$ cat src/rtl/instruction_fetch_unit.sv
// rtl/instruction_fetch_unit.sv - PC owner and instruction stream source for decode
module instruction_fetch_unit #(
    parameter int                    ADDR_WIDTH  = 32,
    parameter logic [ADDR_WIDTH-1:0] RESET_PC    = '0,
    parameter logic [5:0]            JUMP_OPCODE = 6'b000010
) (
    input  logic                  Clk,
    input  logic                  Reset,
    input  logic                  Stall,
    input  logic                  Redirect,
    input  logic [ADDR_WIDTH-1:0] RedirectPC,
    output logic [ADDR_WIDTH-1:0] IMemAddress,
    input  logic [31:0]           IMemData,
    output logic [31:0]           Instr,
    output logic [ADDR_WIDTH-1:0] InstrPC,
    output logic                  InstrValid
);

    localparam logic [ADDR_WIDTH-1:0] PC_ONE = {{(ADDR_WIDTH-1){1'b0}}, 1'b1};

    logic [ADDR_WIDTH-1:0] fetch_pc, fetch_pc_nxt;
    logic [ADDR_WIDTH-1:0] resp_pc, resp_pc_nxt;
    logic                  resp_valid, resp_valid_nxt;
    logic [31:0]           hold_instr, hold_instr_nxt;
    logic                  hold_valid, hold_valid_nxt;
    logic                  accept;
    logic                  is_jump;
    logic [ADDR_WIDTH-1:0] jump_target;

    assign IMemAddress = fetch_pc;
    assign InstrPC     = resp_pc;
    assign InstrValid  = resp_valid;
    // Memory keeps following fetch_pc during a stall, so the captured word is shown instead.
    assign Instr       = hold_valid ? hold_instr : IMemData;

    assign accept  = resp_valid & ~Stall;
    assign is_jump = accept & (Instr[31:26] == JUMP_OPCODE);

    generate
        if (ADDR_WIDTH > 26) begin : g_wide_jump
            always_comb begin
                jump_target        = resp_pc + PC_ONE;
                jump_target[25:0]  = Instr[25:0];
            end
        end else begin : g_narrow_jump
            assign jump_target = Instr[ADDR_WIDTH-1:0];
        end
    endgenerate

    always_comb begin
        fetch_pc_nxt   = fetch_pc;
        resp_pc_nxt    = resp_pc;
        resp_valid_nxt = resp_valid;
        hold_instr_nxt = hold_instr;
        hold_valid_nxt = hold_valid;
        if (Redirect) begin
            fetch_pc_nxt   = RedirectPC;
            resp_valid_nxt = 1'b0;
            hold_valid_nxt = 1'b0;
        end else if (Stall) begin
            if (!hold_valid && resp_valid) begin
                hold_instr_nxt = IMemData;
                hold_valid_nxt = 1'b1;
            end
        end else if (is_jump) begin
            // The word fetched behind the jump is squashed, leaving one bubble.
            fetch_pc_nxt   = jump_target;
            resp_pc_nxt    = fetch_pc;
            resp_valid_nxt = 1'b0;
            hold_valid_nxt = 1'b0;
        end else begin
            resp_pc_nxt    = fetch_pc;
            resp_valid_nxt = 1'b1;
            fetch_pc_nxt   = fetch_pc + PC_ONE;
            hold_valid_nxt = 1'b0;
        end
    end

    always_ff @(posedge Clk or posedge Reset) begin
        if (Reset) begin
            fetch_pc   <= RESET_PC;
            resp_pc    <= '0;
            resp_valid <= 1'b0;
            hold_instr <= '0;
            hold_valid <= 1'b0;
        end else begin
            fetch_pc   <= fetch_pc_nxt;
            resp_pc    <= resp_pc_nxt;
            resp_valid <= resp_valid_nxt;
            hold_instr <= hold_instr_nxt;
            hold_valid <= hold_valid_nxt;
        end
    end

endmodule

$ cat config.mk
export PLATFORM = sky130hd
export DESIGN_NAME = instruction_fetch_unit
export DESIGN_NICKNAME = d
export VERILOG_FILES = /design/src/rtl/instruction_fetch_unit.sv
export SDC_FILE = /design/constraint.sdc
export NUM_CORES = 1
export LEC_CHECK = 0
export CAP_MARGIN = 30
export CORE_MARGIN = 1
export CORE_UTILIZATION = 48
export CTS_CLUSTER_SIZE = 28
export DETAILED_ROUTE_END_ITERATION = 10
export GPL_ROUTABILITY_DRIVEN = 1
export PLACE_DENSITY = 0.82
export RECOVER_POWER = 100
export SLEW_MARGIN = 30
export SYNTH_ARGS = -nofsm -noshare
export SYNTH_HDL_FRONTEND = slang
export SYNTH_SLANG_ARGS = --single-unit
export TNS_END_PERCENT = 10
$ cat constraint.sdc
create_clock -name Clk -period 4.25 [get_ports Clk]
set_input_delay 0.85 -clock Clk [delete_from_list [all_inputs] [get_ports Clk]]
set_output_delay 0.85 -clock Clk [all_outputs]
set_load 0.02 [all_outputs]
==> run_results.csv, run 1 <==
group,metric,value,unit
power_and_ir_drop,p_switching,871.6,µW
synthesis,postSynth.asyncResetShare,100.0,%
critical_path,required,3.40,ns
power_and_ir_drop,peakVddDrop,0.0001857,V
timing,setup-violations-final,0,
power_and_ir_drop,internal_power,1895,µW
synthesis,syn_area,5415,µm²
synthesis,synthFlopType,"dfrtp_1",
global_route,grt-ovfl-total,0,
cells_and_area,fillers,887,
clock_network,cts_tree,"done",
synthesis,syn_avg_cell_area,9.241,µm²
clock_network,cts_buffer_depth,2,
timing,holdWs,0.4958,ns
power_and_ir_drop,p_sw_share,31.51,%
timing,fin_skew,0.009122,ns
clock_network,cts_resized,0,
route,ant_nets,0,
outcome,failed_checks,"capacitance limit, slew limit",
synthesis,ys_types,55,
global_route,grt_pass1_wl,25.53,mm
clock_network,htree_levels,3,
timing,setup_tns,0,ns
clock_network,cts_setup_buffers,0,
clock_network,clk_latency,0.34,ns
cells_and_area,nets,804,
route,first_pass_iters,6,
synthesis,synthCells,586,
min_path,hold_path.class,"flop to flop",
clock_network,clock_sinks,98,
route,wire_per_inst,18.10,µm
power_and_ir_drop,combPwrFrac,26.0,%
synthesis,synth_edf_count,0,
synthesis,synth_nets,655,
floorplan,die_w,108.2,µm
run,drv_cap,1,
cells_and_area,area_delta_synth_final,37.13,%
clock_network,holdBufCountCts,0,
cells_and_area,final_layout_size_suffix_gt1_share,13.11,%
power_and_ir_drop,clock_power_share,29.2,%
timing,slew_headroom,-5.580,%
clock_network,root_buffer,"clkbuf_16",
timing,final.period_utilization,85.05,%
floorplan,io_pins,165,
clock_network,clk_pin_slew_worst_paths,0.07,ns
power_and_ir_drop,power.density,372.5,nW/µm²
route,drc_errors,0,
timing,fin_crit,3.615,ns
place,dp_hpwl,11.86,mm
global_route,first_global_vias,4960,
synthesis,synth-seq-area-share,45.29,%
floorplan,start_util,49.52,%
route,routed_wl,15.93,mm
cells_and_area,utilization,67.91,%
floorplan,fp-row-count,38,
place,portBuffers,164,
route,viasPerCell,5.873,
global_route,grt_max_degree,44,
timing,tightest_slew,1.584,ns
power_and_ir_drop,p_leak,0.003148,µW
cells_and_area,antenna_cells,0,
critical_path,cp-start-kind,"flop",
critical_path,arrival,2.76,ns
route,via_count,5168,
global_route,grt_usage,28.37,%
floorplan,dieArea,11710,µm²
critical_path,crit_type,"flop to primary output",
synthesis,ys_ff_latch,98,
timing,clock.fmax,276.7,MHz
synthesis,yosys_warnings,0,
clock_network,cts_made_buffers,9,
floorplan,die_h,108.2,µm
timing,finalHoldViolCount,0,
critical_path,critPathCaptureType,"primary output",
place,gp_congestion,0.9030,
timing,drv_slew,30,
floorplan,core,10940,µm²
power_and_ir_drop,p_seq_share,44.7,%
route,drtIter0Drc,456,
timing,rsz0062_at_grt,"no",
outcome,status,"finished, violations left",
critical_path,crit_fanout,20,
global_route,antenna_found_initial,0,
cells by family (layout without fill, tap and decap cells):
logic type               Yosys count  after routing  synth area share [%]
AND/OR/NAND/NOR                  237            237                 20.93
AO/OA/AOI/OAI                    100            100                 11.46
flip-flops                        98             98                 45.29
multiplexers                      67             67                 13.86
buffers and inverters             60            214                 4.505
XOR/XNOR                          23             23                 3.720
adder cells (fa/ha/maj)            1              1                0.2310
stage by stage:
| stage | cells | area (µm²) | setup slack [ns] | total power (µW) |
|---|---|---|---|---|
| 6_report | 880 | 7426 | 0.6354 | 2766 |
| 2_1_floorplan | 586 | 5415 | 0.8379 | 1627 |
| 3_5_place_dp | 864 | 7164 | 1.113 | 2013 |
| 5_1_grt | 880 | 7426 | 0.4642 | 2884 |
| 3_3_place_gp | 864 | 7164 | 1.125 | 1983 |
| 4_1_cts | 880 | 7460 | 0.7141 | 2820 |
layout by cell type (no fill, tap or decap), types with 11 or more instances in the layout:
cell type,Yosys,final
a21oi_1,22,22
clkdlybuf4s50_1,0,65
dfrtp_1,98,98
dlygate4sd3_1,0,98
inv_1,21,20
mux2_2,64,64
nand2_1,115,115
nand3_1,15,15
nand4_1,13,13
nor2_1,37,37
nor3_1,23,23
o21ai_0,39,41
xnor2_1,12,12
xor2_1,11,11
state kept, by name, indices dropped and copies added, names as in the netlist:
register and flops:
InstrValid 1, InstrPC 32, hold_instr 32, IMemAddress 32, hold_valid 1
power by group through the flow:
stage / Sequential [µW] / Combinational [µW] / Clock [µW]
after global routing: 1260 / 774 / 852
after detailed placement: 1250 / 759 / 0
after floorplan: 1300 / 326 / 0
after global placement: 1240 / 741 / 0
after CTS: 1240 / 765 / 818
final: 1240 / 719 / 809
final cells by class:
class                   count  area, µm²  share of cell area, %
flip-flops and latches     98       2452                  33.02
well taps                 140      175.2                  2.359
repair buffers            177       1710                  23.03
clock inverters             6      66.31                 0.8930
clock buffers              10      229.0                  3.083
inverters                  21      80.08                  1.078
multi-input cells         428       2713                  36.53
per-layer routing:
layer | vias to the layer above | share of wire (%) | global-route usage (%)
met4 | 0 | 2.8 | 12.13
met2 | 290 | 46 | 42.58
met5 | - | 0 | 0
met1 | 2473 | 43 | 40.48
met3 | 43 | 8.6 | 4.702
li1 | 2362 | - | -
cell usage after synthesis, drive strengths merged (2+ instances only):
cell type,n,area (µm²)
nand2,115,431.7
dfrtp,98,2452
mux2,64,720.7
o21ai,41,205.2
nor2,37,138.9
clkbuf,26,98.84
nor3,23,115.1
a21oi,22,110.1
inv,21,78.83
nand3,15,75.07
nand4,14,93.84
buf,13,66.31
xnor2,12,105.1
xor2,11,96.34
a221oi,9,78.83
nor4,7,80.07
and3,5,31.28
a22oi,4,30.03
and4,4,35.03
o221ai,4,41.29
mux2i,3,30.03
nor3b,3,22.52
o21a,3,22.52
or3,3,18.77
a21boi,2,15.01
a221o,2,20.02
a31oi,2,12.51
o22ai,2,12.51
o31ai,2,15.01
or2,2,12.52
or4,2,22.52
worst paths after layout:
kind	startpoint	to	slack (ns)	depth (start not counted)
setup reg to reg	hold_valid$_DFFE_PP0P_	IMemAddress[21]$_DFFE_PP0N_	0.91	9
hold / removal	InstrPC[15]$_DFFE_PP0P_	InstrPC[15]$_DFFE_PP0P_	0.50	2
min in group asynchronous	Reset	IMemAddress[6]$_DFFE_PP0N_	1.22	2
max in group asynchronous	Reset	hold_instr[27]$_DFFE_PP0P_	1.05	3
hold reg to reg	InstrPC[15]$_DFFE_PP0P_	InstrPC[15]$_DFFE_PP0P_	0.50	2
setup / recovery	hold_valid$_DFFE_PP0P_	Instr[0]	0.64	4
critical path, stage by stage, from the launching register on:
cell	delay (ns)
dfrtp_1	0.87
buf_4	0.38
mux2i_1	0.42
inv_1	0.09
dlygate4sd3_1	0.66
No activity file was read; power rests on OpenSTA's default activity.
==> inputs of run 2 (changes only) <==
--- a/config.mk
+++ b/config.mk
@@ -5,7 +5,6 @@
 export SDC_FILE = /design/constraint.sdc
 export NUM_CORES = 1
 export LEC_CHECK = 0
-export CAP_MARGIN = 30
 export CORE_MARGIN = 1
 export CORE_UTILIZATION = 48
 export CTS_CLUSTER_SIZE = 28
==> results of run 2 <==
Same layout as run 1: the final DEF is identical, and so are final timing and power.
